**src/rtl/core_pkg.sv**
```systemverilog
// Shared CSR addresses, trap cause codes, mstatus field positions and trap FSM states.
package core_pkg;

    localparam int unsigned XLEN    = 32;
    localparam int unsigned CSR_AW  = 12;
    localparam int unsigned CAUSE_W = 4;

    // Machine-mode CSR addresses
    localparam logic [CSR_AW-1:0] CSR_MSTATUS = 12'h300;
    localparam logic [CSR_AW-1:0] CSR_MTVEC   = 12'h305;
    localparam logic [CSR_AW-1:0] CSR_MEPC    = 12'h341;
    localparam logic [CSR_AW-1:0] CSR_MCAUSE  = 12'h342;
    localparam logic [CSR_AW-1:0] CSR_MTVAL   = 12'h343;

    // Synchronous exception cause codes (interrupt bit 31 is never set)
    localparam logic [CAUSE_W-1:0] CAUSE_INST_ADDR_MIS = 4'd0;
    localparam logic [CAUSE_W-1:0] CAUSE_ILLEGAL_INST  = 4'd2;
    localparam logic [CAUSE_W-1:0] CAUSE_BREAKPOINT    = 4'd3;
    localparam logic [CAUSE_W-1:0] CAUSE_LD_ADDR_MIS   = 4'd4;
    localparam logic [CAUSE_W-1:0] CAUSE_ST_ADDR_MIS   = 4'd6;
    localparam logic [CAUSE_W-1:0] CAUSE_ECALL_M       = 4'd11;

    // mstatus field positions
    localparam int unsigned MSTATUS_MIE    = 3;
    localparam int unsigned MSTATUS_MPIE   = 7;
    localparam int unsigned MSTATUS_MPP_LO = 11;
    localparam int unsigned MSTATUS_MPP_HI = 12;

    typedef enum logic [2:0] {
        ST_IDLE,
        ST_W_MEPC,
        ST_W_MCAUSE,
        ST_W_MTVAL,
        ST_W_MSTATUS,
        ST_M_STATUS,
        ST_REDIRECT
    } trap_state_t;

endpackage

```
**src/rtl/trap_cause_enc.sv**
```systemverilog
// Priority encoder turning write-back exception flags into a cause code and trap value.
module trap_cause_enc
    import core_pkg::*;
(
    input  logic               e_inst_addr_mis_i,
    input  logic               e_illegal_inst_i,
    input  logic               e_ebreak_i,
    input  logic               e_ecall_i,
    input  logic               e_ld_addr_mis_i,
    input  logic               e_st_addr_mis_i,
    input  logic [XLEN-1:0]    instruction_i,
    input  logic [XLEN-1:0]    mem_addr_i,
    input  logic [XLEN-1:0]    target_addr_i,
    output logic               any_exc_o,
    output logic [CAUSE_W-1:0] cause_o,
    output logic [XLEN-1:0]    tval_o
);

    // Highest-priority flag selects cause and the value reported in mtval
    always_comb begin
        any_exc_o = e_inst_addr_mis_i | e_illegal_inst_i | e_ebreak_i |
                    e_ecall_i | e_ld_addr_mis_i | e_st_addr_mis_i;
        cause_o   = '0;
        tval_o    = '0;
        if (e_inst_addr_mis_i) begin
            cause_o = CAUSE_INST_ADDR_MIS;
            tval_o  = target_addr_i;
        end else if (e_illegal_inst_i) begin
            cause_o = CAUSE_ILLEGAL_INST;
            tval_o  = instruction_i;
        end else if (e_ebreak_i) begin
            cause_o = CAUSE_BREAKPOINT;
        end else if (e_ecall_i) begin
            cause_o = CAUSE_ECALL_M;
        end else if (e_ld_addr_mis_i) begin
            cause_o = CAUSE_LD_ADDR_MIS;
            tval_o  = mem_addr_i;
        end else if (e_st_addr_mis_i) begin
            cause_o = CAUSE_ST_ADDR_MIS;
            tval_o  = mem_addr_i;
        end
    end

endmodule

```
**src/rtl/trap_ctrl.sv**
```systemverilog
// Machine-mode trap entry / MRET sequencer driving the CSR write port and fetch redirect.
module trap_ctrl
    import core_pkg::*;
#(
    parameter bit         WRITE_MTVAL = 1'b1,
    parameter logic [1:0] MPP_VALUE   = 2'b11
) (
    input  logic              clk_i,
    input  logic              rst_i,
    input  logic              valid_i,
    input  logic [XLEN-1:0]   pc_i,
    input  logic [XLEN-1:0]   instruction_i,
    input  logic [XLEN-1:0]   mem_addr_i,
    input  logic [XLEN-1:0]   target_addr_i,
    input  logic              e_inst_addr_mis_i,
    input  logic              e_illegal_inst_i,
    input  logic              e_ebreak_i,
    input  logic              e_ecall_i,
    input  logic              e_ld_addr_mis_i,
    input  logic              e_st_addr_mis_i,
    input  logic              mret_i,
    input  logic [XLEN-1:0]   mstatus_i,
    input  logic [XLEN-1:0]   mtvec_i,
    input  logic [XLEN-1:0]   mepc_i,
    output logic              csr_we_o,
    output logic [CSR_AW-1:0] csr_addr_o,
    output logic [XLEN-1:0]   csr_wdata_o,
    output logic              wb_kill_o,
    output logic              stall_o,
    output logic              flush_o,
    output logic              redirect_o,
    output logic [XLEN-1:0]   redirect_pc_o
);

    trap_state_t        state, next_state;
    logic               any_exc;
    logic [CAUSE_W-1:0] cause;
    logic [XLEN-1:0]    tval;
    logic               trap, ret;

    // Snapshot taken in the detect cycle; PC-like values keep only word-aligned bits
    logic [XLEN-1:2]    snap_pc;
    logic [CAUSE_W-1:0] snap_cause;
    logic [XLEN-1:0]    snap_tval;
    logic [XLEN-1:0]    snap_mstatus;
    logic [XLEN-1:2]    snap_mtvec;
    logic [XLEN-1:2]    snap_mepc;
    logic               snap_is_ret;

    logic [XLEN-1:0]    mstatus_trap, mstatus_ret;
    logic [5:0]         unused_lsbs;

    assign unused_lsbs = {pc_i[1:0], mtvec_i[1:0], mepc_i[1:0]};

    trap_cause_enc u_cause_enc (
        .e_inst_addr_mis_i (e_inst_addr_mis_i),
        .e_illegal_inst_i  (e_illegal_inst_i),
        .e_ebreak_i        (e_ebreak_i),
        .e_ecall_i         (e_ecall_i),
        .e_ld_addr_mis_i   (e_ld_addr_mis_i),
        .e_st_addr_mis_i   (e_st_addr_mis_i),
        .instruction_i     (instruction_i),
        .mem_addr_i        (mem_addr_i),
        .target_addr_i     (target_addr_i),
        .any_exc_o         (any_exc),
        .cause_o           (cause),
        .tval_o            (tval)
    );

    // Exceptions take precedence over MRET in the same instruction
    assign trap = valid_i & any_exc;
    assign ret  = valid_i & mret_i & ~any_exc;

    // State register and detect-cycle snapshot
    always_ff @(posedge clk_i) begin
        if (rst_i) begin
            state        <= ST_IDLE;
            snap_pc      <= '0;
            snap_cause   <= '0;
            snap_tval    <= '0;
            snap_mstatus <= '0;
            snap_mtvec   <= '0;
            snap_mepc    <= '0;
            snap_is_ret  <= 1'b0;
        end else begin
            state <= next_state;
            if (state == ST_IDLE && (trap || ret)) begin
                snap_pc      <= pc_i[XLEN-1:2];
                snap_cause   <= cause;
                snap_tval    <= tval;
                snap_mstatus <= mstatus_i;
                snap_mtvec   <= mtvec_i[XLEN-1:2];
                snap_mepc    <= mepc_i[XLEN-1:2];
                snap_is_ret  <= ret;
            end
        end
    end

    // mstatus images for trap entry (stack MIE) and MRET (unstack MPIE)
    always_comb begin
        mstatus_trap                                = snap_mstatus;
        mstatus_trap[MSTATUS_MPIE]                  = snap_mstatus[MSTATUS_MIE];
        mstatus_trap[MSTATUS_MIE]                   = 1'b0;
        mstatus_trap[MSTATUS_MPP_HI:MSTATUS_MPP_LO] = MPP_VALUE;
        mstatus_ret                                 = snap_mstatus;
        mstatus_ret[MSTATUS_MIE]                    = snap_mstatus[MSTATUS_MPIE];
        mstatus_ret[MSTATUS_MPIE]                   = 1'b1;
        mstatus_ret[MSTATUS_MPP_HI:MSTATUS_MPP_LO]  = MPP_VALUE;
    end

    // Next-state and output decode; reset forces every output quiet
    always_comb begin
        next_state    = state;
        csr_we_o      = 1'b0;
        csr_addr_o    = '0;
        csr_wdata_o   = '0;
        wb_kill_o     = 1'b0;
        stall_o       = 1'b0;
        flush_o       = 1'b0;
        redirect_o    = 1'b0;
        redirect_pc_o = '0;

        if (state != ST_IDLE) begin
            stall_o = 1'b1;
            flush_o = 1'b1;
        end

        case (state)
            ST_IDLE: begin
                wb_kill_o = trap | ret;
                flush_o   = trap | ret;
                if (trap)     next_state = ST_W_MEPC;
                else if (ret) next_state = ST_M_STATUS;
            end
            ST_W_MEPC: begin
                csr_we_o    = 1'b1;
                csr_addr_o  = CSR_MEPC;
                csr_wdata_o = {snap_pc, 2'b00};
                next_state  = ST_W_MCAUSE;
            end
            ST_W_MCAUSE: begin
                csr_we_o    = 1'b1;
                csr_addr_o  = CSR_MCAUSE;
                csr_wdata_o = XLEN'(snap_cause);
                next_state  = WRITE_MTVAL ? ST_W_MTVAL : ST_W_MSTATUS;
            end
            ST_W_MTVAL: begin
                csr_we_o    = 1'b1;
                csr_addr_o  = CSR_MTVAL;
                csr_wdata_o = snap_tval;
                next_state  = ST_W_MSTATUS;
            end
            ST_W_MSTATUS: begin
                csr_we_o    = 1'b1;
                csr_addr_o  = CSR_MSTATUS;
                csr_wdata_o = mstatus_trap;
                next_state  = ST_REDIRECT;
            end
            ST_M_STATUS: begin
                csr_we_o    = 1'b1;
                csr_addr_o  = CSR_MSTATUS;
                csr_wdata_o = mstatus_ret;
                next_state  = ST_REDIRECT;
            end
            ST_REDIRECT: begin
                redirect_o    = 1'b1;
                redirect_pc_o = snap_is_ret ? {snap_mepc, 2'b00} : {snap_mtvec, 2'b00};
                next_state    = ST_IDLE;
            end
            default: next_state = ST_IDLE;
        endcase

        if (rst_i) begin
            csr_we_o      = 1'b0;
            csr_addr_o    = '0;
            csr_wdata_o   = '0;
            wb_kill_o     = 1'b0;
            stall_o       = 1'b0;
            flush_o       = 1'b0;
            redirect_o    = 1'b0;
            redirect_pc_o = '0;
        end
    end

endmodule

```
**config.mk**
```make
export PLATFORM = sky130hd
export DESIGN_NAME = trap_ctrl
export DESIGN_NICKNAME = d
export VERILOG_FILES = /design/src/rtl/core_pkg.sv /design/src/rtl/trap_cause_enc.sv /design/src/rtl/trap_ctrl.sv
export SDC_FILE = /design/constraint.sdc
export NUM_CORES = 1
export LEC_CHECK = 0
export CAP_MARGIN = 5
export CELL_PAD_IN_SITES_DETAIL_PLACEMENT = 1
export CELL_PAD_IN_SITES_GLOBAL_PLACEMENT = 2
export CORE_UTILIZATION = 24
export DETAILED_ROUTE_END_ITERATION = 8
export GPL_TIMING_DRIVEN = 1
export PLACE_DENSITY_LB_ADDON = 0.1
export SKIP_LAST_GASP = 1
export SLEW_MARGIN = 30
export SYNTH_ARGS = -nofsm -noshare
export SYNTH_HDL_FRONTEND = slang
export SYNTH_HIERARCHICAL = 1
export SYNTH_SLANG_ARGS = --single-unit
export TNS_END_PERCENT = 10
```
**constraint.sdc**
```tcl
create_clock -name clk_i -period 3.35 [get_ports clk_i]
set_input_delay 0.67 -clock clk_i [delete_from_list [all_inputs] [get_ports clk_i]]
set_output_delay 0.67 -clock clk_i [all_outputs]
set_load 0.01 [all_outputs]
```
# Word level (Yosys, flattened, before mapping)

Index checks and enable logic that the tools add are counted.

Memories: 0
Bits in read-only memories: 0
Memory bits (writable): 0
Latch bits: 0
Register bits: 162
Word-level logic and storage cells: 63

Bitwise logic cells: 10
Shift-type cells: 0
$add $sub $neg: 0
Div/mod/pow operators: 0
Reduce and logical (&&, ||, !) cells: 6
$lt $le $gt $ge: 0
$mul: 0
Mux-type cells: 32
Eq/ne operators: 7

Operators with widths:

| operator             | count |
|---|---|
| $mux W32             | 10 |
| $pmux W32 S5         | 1 |
| $pmux W10 S4         | 1 |
| $mux W4              | 5 |
| $pmux W3 S5          | 1 |
| $mux W12             | 1 |
| $mux W1              | 10 |
| $eq A3 B3 Y1 const B | 3 |
| $mux W3              | 3 |
| $eq A3 B2 Y1 const B | 2 |
| $or A1 B1 Y1         | 6 |
| $reduce_or A5 Y1     | 1 |
| $and A1 B1 Y1        | 3 |
| $eq A3 B1 Y1 const B | 1 |
| $logic_not A3 Y1     | 1 |
| $ne A3 B3 Y1 const B | 1 |
| $reduce_bool A3 Y1   | 1 |
| $reduce_or A2 Y1     | 1 |
| $logic_and A1 B1 Y1  | 1 |
| $logic_or A1 B1 Y1   | 1 |
| $not A1 Y1           | 1 |

# Depth between registers and ports, before layout

Gate-level depths: netlist of the first run.

Word-level depth: 10
Depth in mapped cells: 9

# Cells and area by module

The synthesis of the first run kept the hierarchy.

By module, submodules not included:

| module         | cells an instance | sequential area each (µm²) | area each (µm²) | times used |
|---|---|---|---|---|
| trap_ctrl      | 949               | 3203.1                     | 7541.0          | 1 |
| trap_cause_enc | 86                | 0.0                        | 673.1           | 1 |

# Worst setup path after synthesis of the first run

No wires, ideal clock.

Path kind: in2out
From: input port e_inst_addr_mis_i
To: output port wb_kill_o
Setup slack: 0.448 ns
Path buffers: 3
Arrival time: 2.232 ns
Stages: 7
Required time: 2.680 ns
Cells stage by stage: buf_6 -> or4_4 -> nand2b_1 -> o21a_1 -> buf_2 -> buf_2 -> and3_1

Word-level cells in the longest chain between the ends: 10
Elaborated cells on any way between the ends: 11
Classes of those cells: mux: 2; bitwise: 9

Ends and longest elaborated chain:

| element                        | line                 | text |
|---|---|---|
| start, declared                | trap_ctrl.sv:15      | `input logic e_inst_addr_mis_i,` |
| $or A1 B1 Y1 (*) (3 in series) | trap_cause_enc.sv:21 | `any_exc_o = e_inst_addr_mis_i \| e_illegal_inst_i \| e_ebreak_i \|` |
| $or A1 B1 Y1 (*) (2 in series) | trap_cause_enc.sv:22 | `e_ecall_i \| e_ld_addr_mis_i \| e_st_addr_mis_i;` |
| net any_exc                    | trap_ctrl.sv:36      | `logic any_exc;` |
| $not A1 Y1                     | trap_ctrl.sv:72      | `assign ret = valid_i & mret_i & ~any_exc;` |
| $and A1 B1 Y1                  | trap_ctrl.sv:72      |  |
| $or A1 B1 Y1 (*)               | trap_ctrl.sv:130     | `wb_kill_o = trap \| ret;` |
| $mux W1 (*)                    | trap_ctrl.sv:128     | `case (state)` |
| $mux W1 (*)                    | trap_ctrl.sv:173     | `if (rst_i) begin` |
| end, declared                  | trap_ctrl.sv:28      | `output logic wb_kill_o,` |

The timed path passes the listed nets; every way through them passes the cells marked *.

# Final worst setup path of the first run

From: input port e_inst_addr_mis_i
To: output port flush_o

Word-level cells in the longest chain between the ends: 10
Elaborated cells on any way between the ends: 11
Classes of those cells: mux: 2; bitwise: 9

Ends and longest elaborated chain:

| element                        | line                 | text |
|---|---|---|
| $or A1 B1 Y1 (*) (3 in series) | trap_cause_enc.sv:21 |  |
| $or A1 B1 Y1 (*) (2 in series) | trap_cause_enc.sv:22 |  |
| net any_exc                    | trap_ctrl.sv:36      |  |
| $not A1 Y1                     | trap_ctrl.sv:72      |  |
| $and A1 B1 Y1                  | trap_ctrl.sv:72      |  |
| $or A1 B1 Y1 (*)               | trap_ctrl.sv:131     | `flush_o = trap \| ret;` |
| $mux W1 (*)                    | trap_ctrl.sv:128     |  |
| $mux W1 (*)                    | trap_ctrl.sv:173     |  |
| end, declared                  | trap_ctrl.sv:30      | `output logic flush_o,` |

Marked as above.

==> results of run 1 <==
-- what timing repair did --
item                                   4_1_cts  5_1_grt
setup endpoints to repair                    2        2
endpoints found under the hold margin        0        0
resized for setup                            1        1
pin swaps                                    0        0
-- metal layers --
layer  wire, um  part of all wire  vias up
met5         13           0.00041        -
met4        172            0.0054        2
li1           -                 -     4193
met1      14800              0.46     4059
met3       1280             0.040       13
met2      15700              0.49      161
-- flip-flops by register name, indices dropped and copies added, names as in the netlist --
| signal | flops |
|---|---|
| snap_tval | 32 |
| snap_mepc | 30 |
| snap_is_ret | 1 |
| snap_cause | 4 |
| snap_mtvec | 30 |
| snap_pc | 30 |
| snap_mstatus | 30 |
| state | 3 |
-- power by group through the flow --
stage / clock network, W / logic (W) / registers [W]
floorplan: 0 / 0.000990 / 0.00226
global placement: 0 / 0.00169 / 0.00232
detailed placement: 0 / 0.00170 / 0.00233
CTS: 0.00228 / 0.00171 / 0.00228
global route: 0.00236 / 0.00184 / 0.00231
finish: 0.00221 / 0.00168 / 0.00228
-- metrics by stage --
step / TNS, ps / utilization / instance area, um2 / hold slack, ps / total power [W]
finish: 0 / 0.364 / 12200 / 447 / 0.00616
CTS: -195 / 0.364 / 12200 / 451 / 0.00627
global route: -112 / 0.364 / 12200 / 470 / 0.00651
detailed placement: -410 / 0.344 / 11600 / 441 / 0.00402
floorplan: 0 / - / 8240 / 425 / 0.00325
global placement: -14280 / 0.344 / 11600 / 432 / 0.00401
-- critical path, stage by stage --
cell             delay [ps]
clkdlybuf4s50_1         440
or4_4                   550
nand2b_1                230
o21a_4                  260
nor2b_1                 150
nor2_1                   50
dlygate4sd2_1           310
-- logic make-up after synthesis --
| logic type | count (synthesis) |
|---|---|
| AND/OR/NAND/NOR | 406 |
| AO/OA/AOI/OAI | 264 |
| flip-flops | 160 |
| buffers and inverters | 139 |
| multiplexers | 62 |
| adder cells (fa/ha/maj) | 3 |
| other | 1 |
-- cells in the mapped netlist (all sizes together) --
master / count / share of area
inv: 6 / 0.0027
o21a: 2 / 0.0018
a22o: 32 / 0.034
nor4bb: 1 / 0.0012
conb: 1 / 0.00046
ha: 3 / 0.0046
nor3b: 1 / 0.00091
a32oi: 7 / 0.0075
buf: 65 / 0.048
a221oi: 1 / 0.0011
clkbuf: 68 / 0.031
and3: 1 / 0.00076
a22oi: 21 / 0.019
nor2b: 6 / 0.0046
or4: 2 / 0.0023
mux2: 32 / 0.044
nand3: 1 / 0.00061
a21o: 34 / 0.031
nor4b: 1 / 0.0011
dfxtp: 160 / 0.39
nand2b: 2 / 0.0015
nand2: 157 / 0.072
a31oi: 1 / 0.00076
nand4: 156 / 0.12
and2: 2 / 0.0015
mux2i: 30 / 0.037
nor3: 5 / 0.0044
a311oi: 2 / 0.0021
nor4: 3 / 0.0023
nor2: 68 / 0.033
a21oi: 5 / 0.0030
a2111oi: 1 / 0.0011
o21ai: 158 / 0.096
-- final cells by class --
cell class	count	area share
sequential	160	0.262
timing repair buffer	335	0.277
tap	448	0.0458
inverter	6	0.00246
clock buffer	22	0.0388
antenna	1	0.000205
multi-input combinational	744	0.359
clock inverter	8	0.0144
-- how the worst max path moves through the flow --
stage,depth (start not counted),endpoint
6_report,7,flush_o
5_1_grt,7,flush_o
4_1_cts,6,wb_kill_o
3_5_place_dp,7,flush_o
3_3_place_gp,7,flush_o
2_1_floorplan,7,wb_kill_o
==> results.py, run 1 <==
metrics = {
    "run_status": {
        "run_status": "completed",
    },
    "power": {
        "clkPwrFrac": 0.358,
        "seqPwrFrac": 0.370,
        "p_per_area_nw_per_um2": 504,
        "p_int_w": 0.00425,
        "switching_power_w": 0.00192,
        "comb_power_share": 0.272,
        "p_sw_frac": 0.311,
        "p_leak_nw": 4.33,
        "vdd_ir_drop_max_mv": 0.334,
    },
    "detailed_routing": {
        "drt_pass1_iterations": 6,
        "wire_per_inst_um": 18.5,
        "first_iter_violations": 412,
        "totalWireLength_um": 31900,
        "vias": 8428,
        "drc": 0,
        "ant_nets": 0,
        "via_per_inst": 4.89,
    },
    "synthesis": {
        "synth.distinct_cells": 41,
        "synth_warnings": 6,
        "synthesis.area_um2": 8210,
        "synthMuxAreaShare": 0.0804,
        "synth_seq_cells": 160,
        "synth_cells": 1035,
        "synth_compound_area_frac": 0.198,
        "yosysSeqAreaShare": 0.390,
        "synth_top_family_by_area": "simple AND/OR/NAND/NOR gates",
        "synth-xor-area-share": 0,
        "synth_fa_ha_area_frac": 0.00457,
        "avgSynthCellArea_um2": 7.94,
        "synth-simple-area-share": 0.245,
    },
    "clocking": {
        "cts_hold_buffers": 0,
        "h-tree-depth": 4,
        "clockRootBuffer": "clkbuf_16",
        "clkSlewWorstSetupHoldPaths_ps": 70,
        "cts_tree": "yes",
        "cts_buffer_depth": 2,
        "cts_buffers": 17,
        "cts_sinks": 160,
        "postCtsSetupBuffers": 0,
        "clk_latency_ps": 430,
    },
    "placement": {
        "place.gp.congestion": 0.742,
        "port-buffer-count": 297,
        "dp_hpwl_um": 21700,
        "pre_cts_ws_ps": -216,
        "dp.cells": 1693,
    },
    "sta": {
        "hold_viol_final": 0,
        "relSlewSlack": 0.409,
        "skew_ps": 12.7,
        "finalMaxSlewViolations": 0,
        "min_period_over_period": 0.992,
        "fmax_ghz": 0.301,
        "worst_slack_ps": 26.7,
        "setup_viol": 0,
        "period_minus_slack_ps": 3320,
        "worst_slew_pin_slew_ps": 886,
        "rsz0062_at_grt": "true",
    },
    "hold_path": {
        "worst_hold_path.num_cells": 2,
        "min_from": "snap_pc[20]",
        "hold_end": "snap_pc[20]",
        "min-delay-path-class": "register to register",
    },
    "flow_run": {
        "maxCapViolCount": 0,
    },
    "setup_path": {
        "reg2reg_to": "snap_pc[30]",
        "cp_max_fo": 4,
        "start_kind": "input port",
        "reg2reg_depth": 6,
        "crit_required_ps": 2680,
        "end_kind": "output pin",
        "ff2ff_setup_slack_ps": 900,
        "reg2reg_from": "state[2]",
        "critPathLaunch": "e_inst_addr_mis_i",
        "cp.arrival_ps": 2650,
        "crit_type": "input port to output pin",
    },
    "floorplan": {
        "rows": 67,
        "die_x_um": 187,
        "die_y_um": 187,
        "initial_utilization": 0.244,
        "dieArea_um2": 35000,
        "io_pins": 315,
        "core-area_um2": 33600,
    },
    "grt": {
        "use_met3": 0.0407,
        "grt_pass1_wl_um": 50500,
        "gr-max-usage-layer": "met2",
        "grt_max_degree": 90,
        "grt_util_all_layers": 0.182,
        "use_met1": 0.230,
        "grt_pass1_vias": 8962,
        "use_met2": 0.315,
        "grt-ovfl-total": 0,
        "antenna_found_initial": 2,
    },
    "final_layout": {
        "layout_common_cells": "clkdlybuf4s50_1, dfxtp_1, nand2_1",
        "stdcell_count": 1724,
        "seq_area_um2": 3210,
        "multi_input_area_um2": 4390,
        "fillers": 3926,
        "drive_gt1_frac": 0.0886,
        "area_growth_pct": 48.9,
        "layout.cells.most_common": "clkdlybuf4s50_1",
        "fin_nets": 1501,
    },
}
No activity file was read; power rests on OpenSTA's default activity.
==> run 2, diff against run 1 <==
ABC_CLOCK_PERIOD_IN_PS = 3350   (was unset)
==> results of run 2 <==
Same layout as run 1: the final DEF is identical, and so are final timing and power.
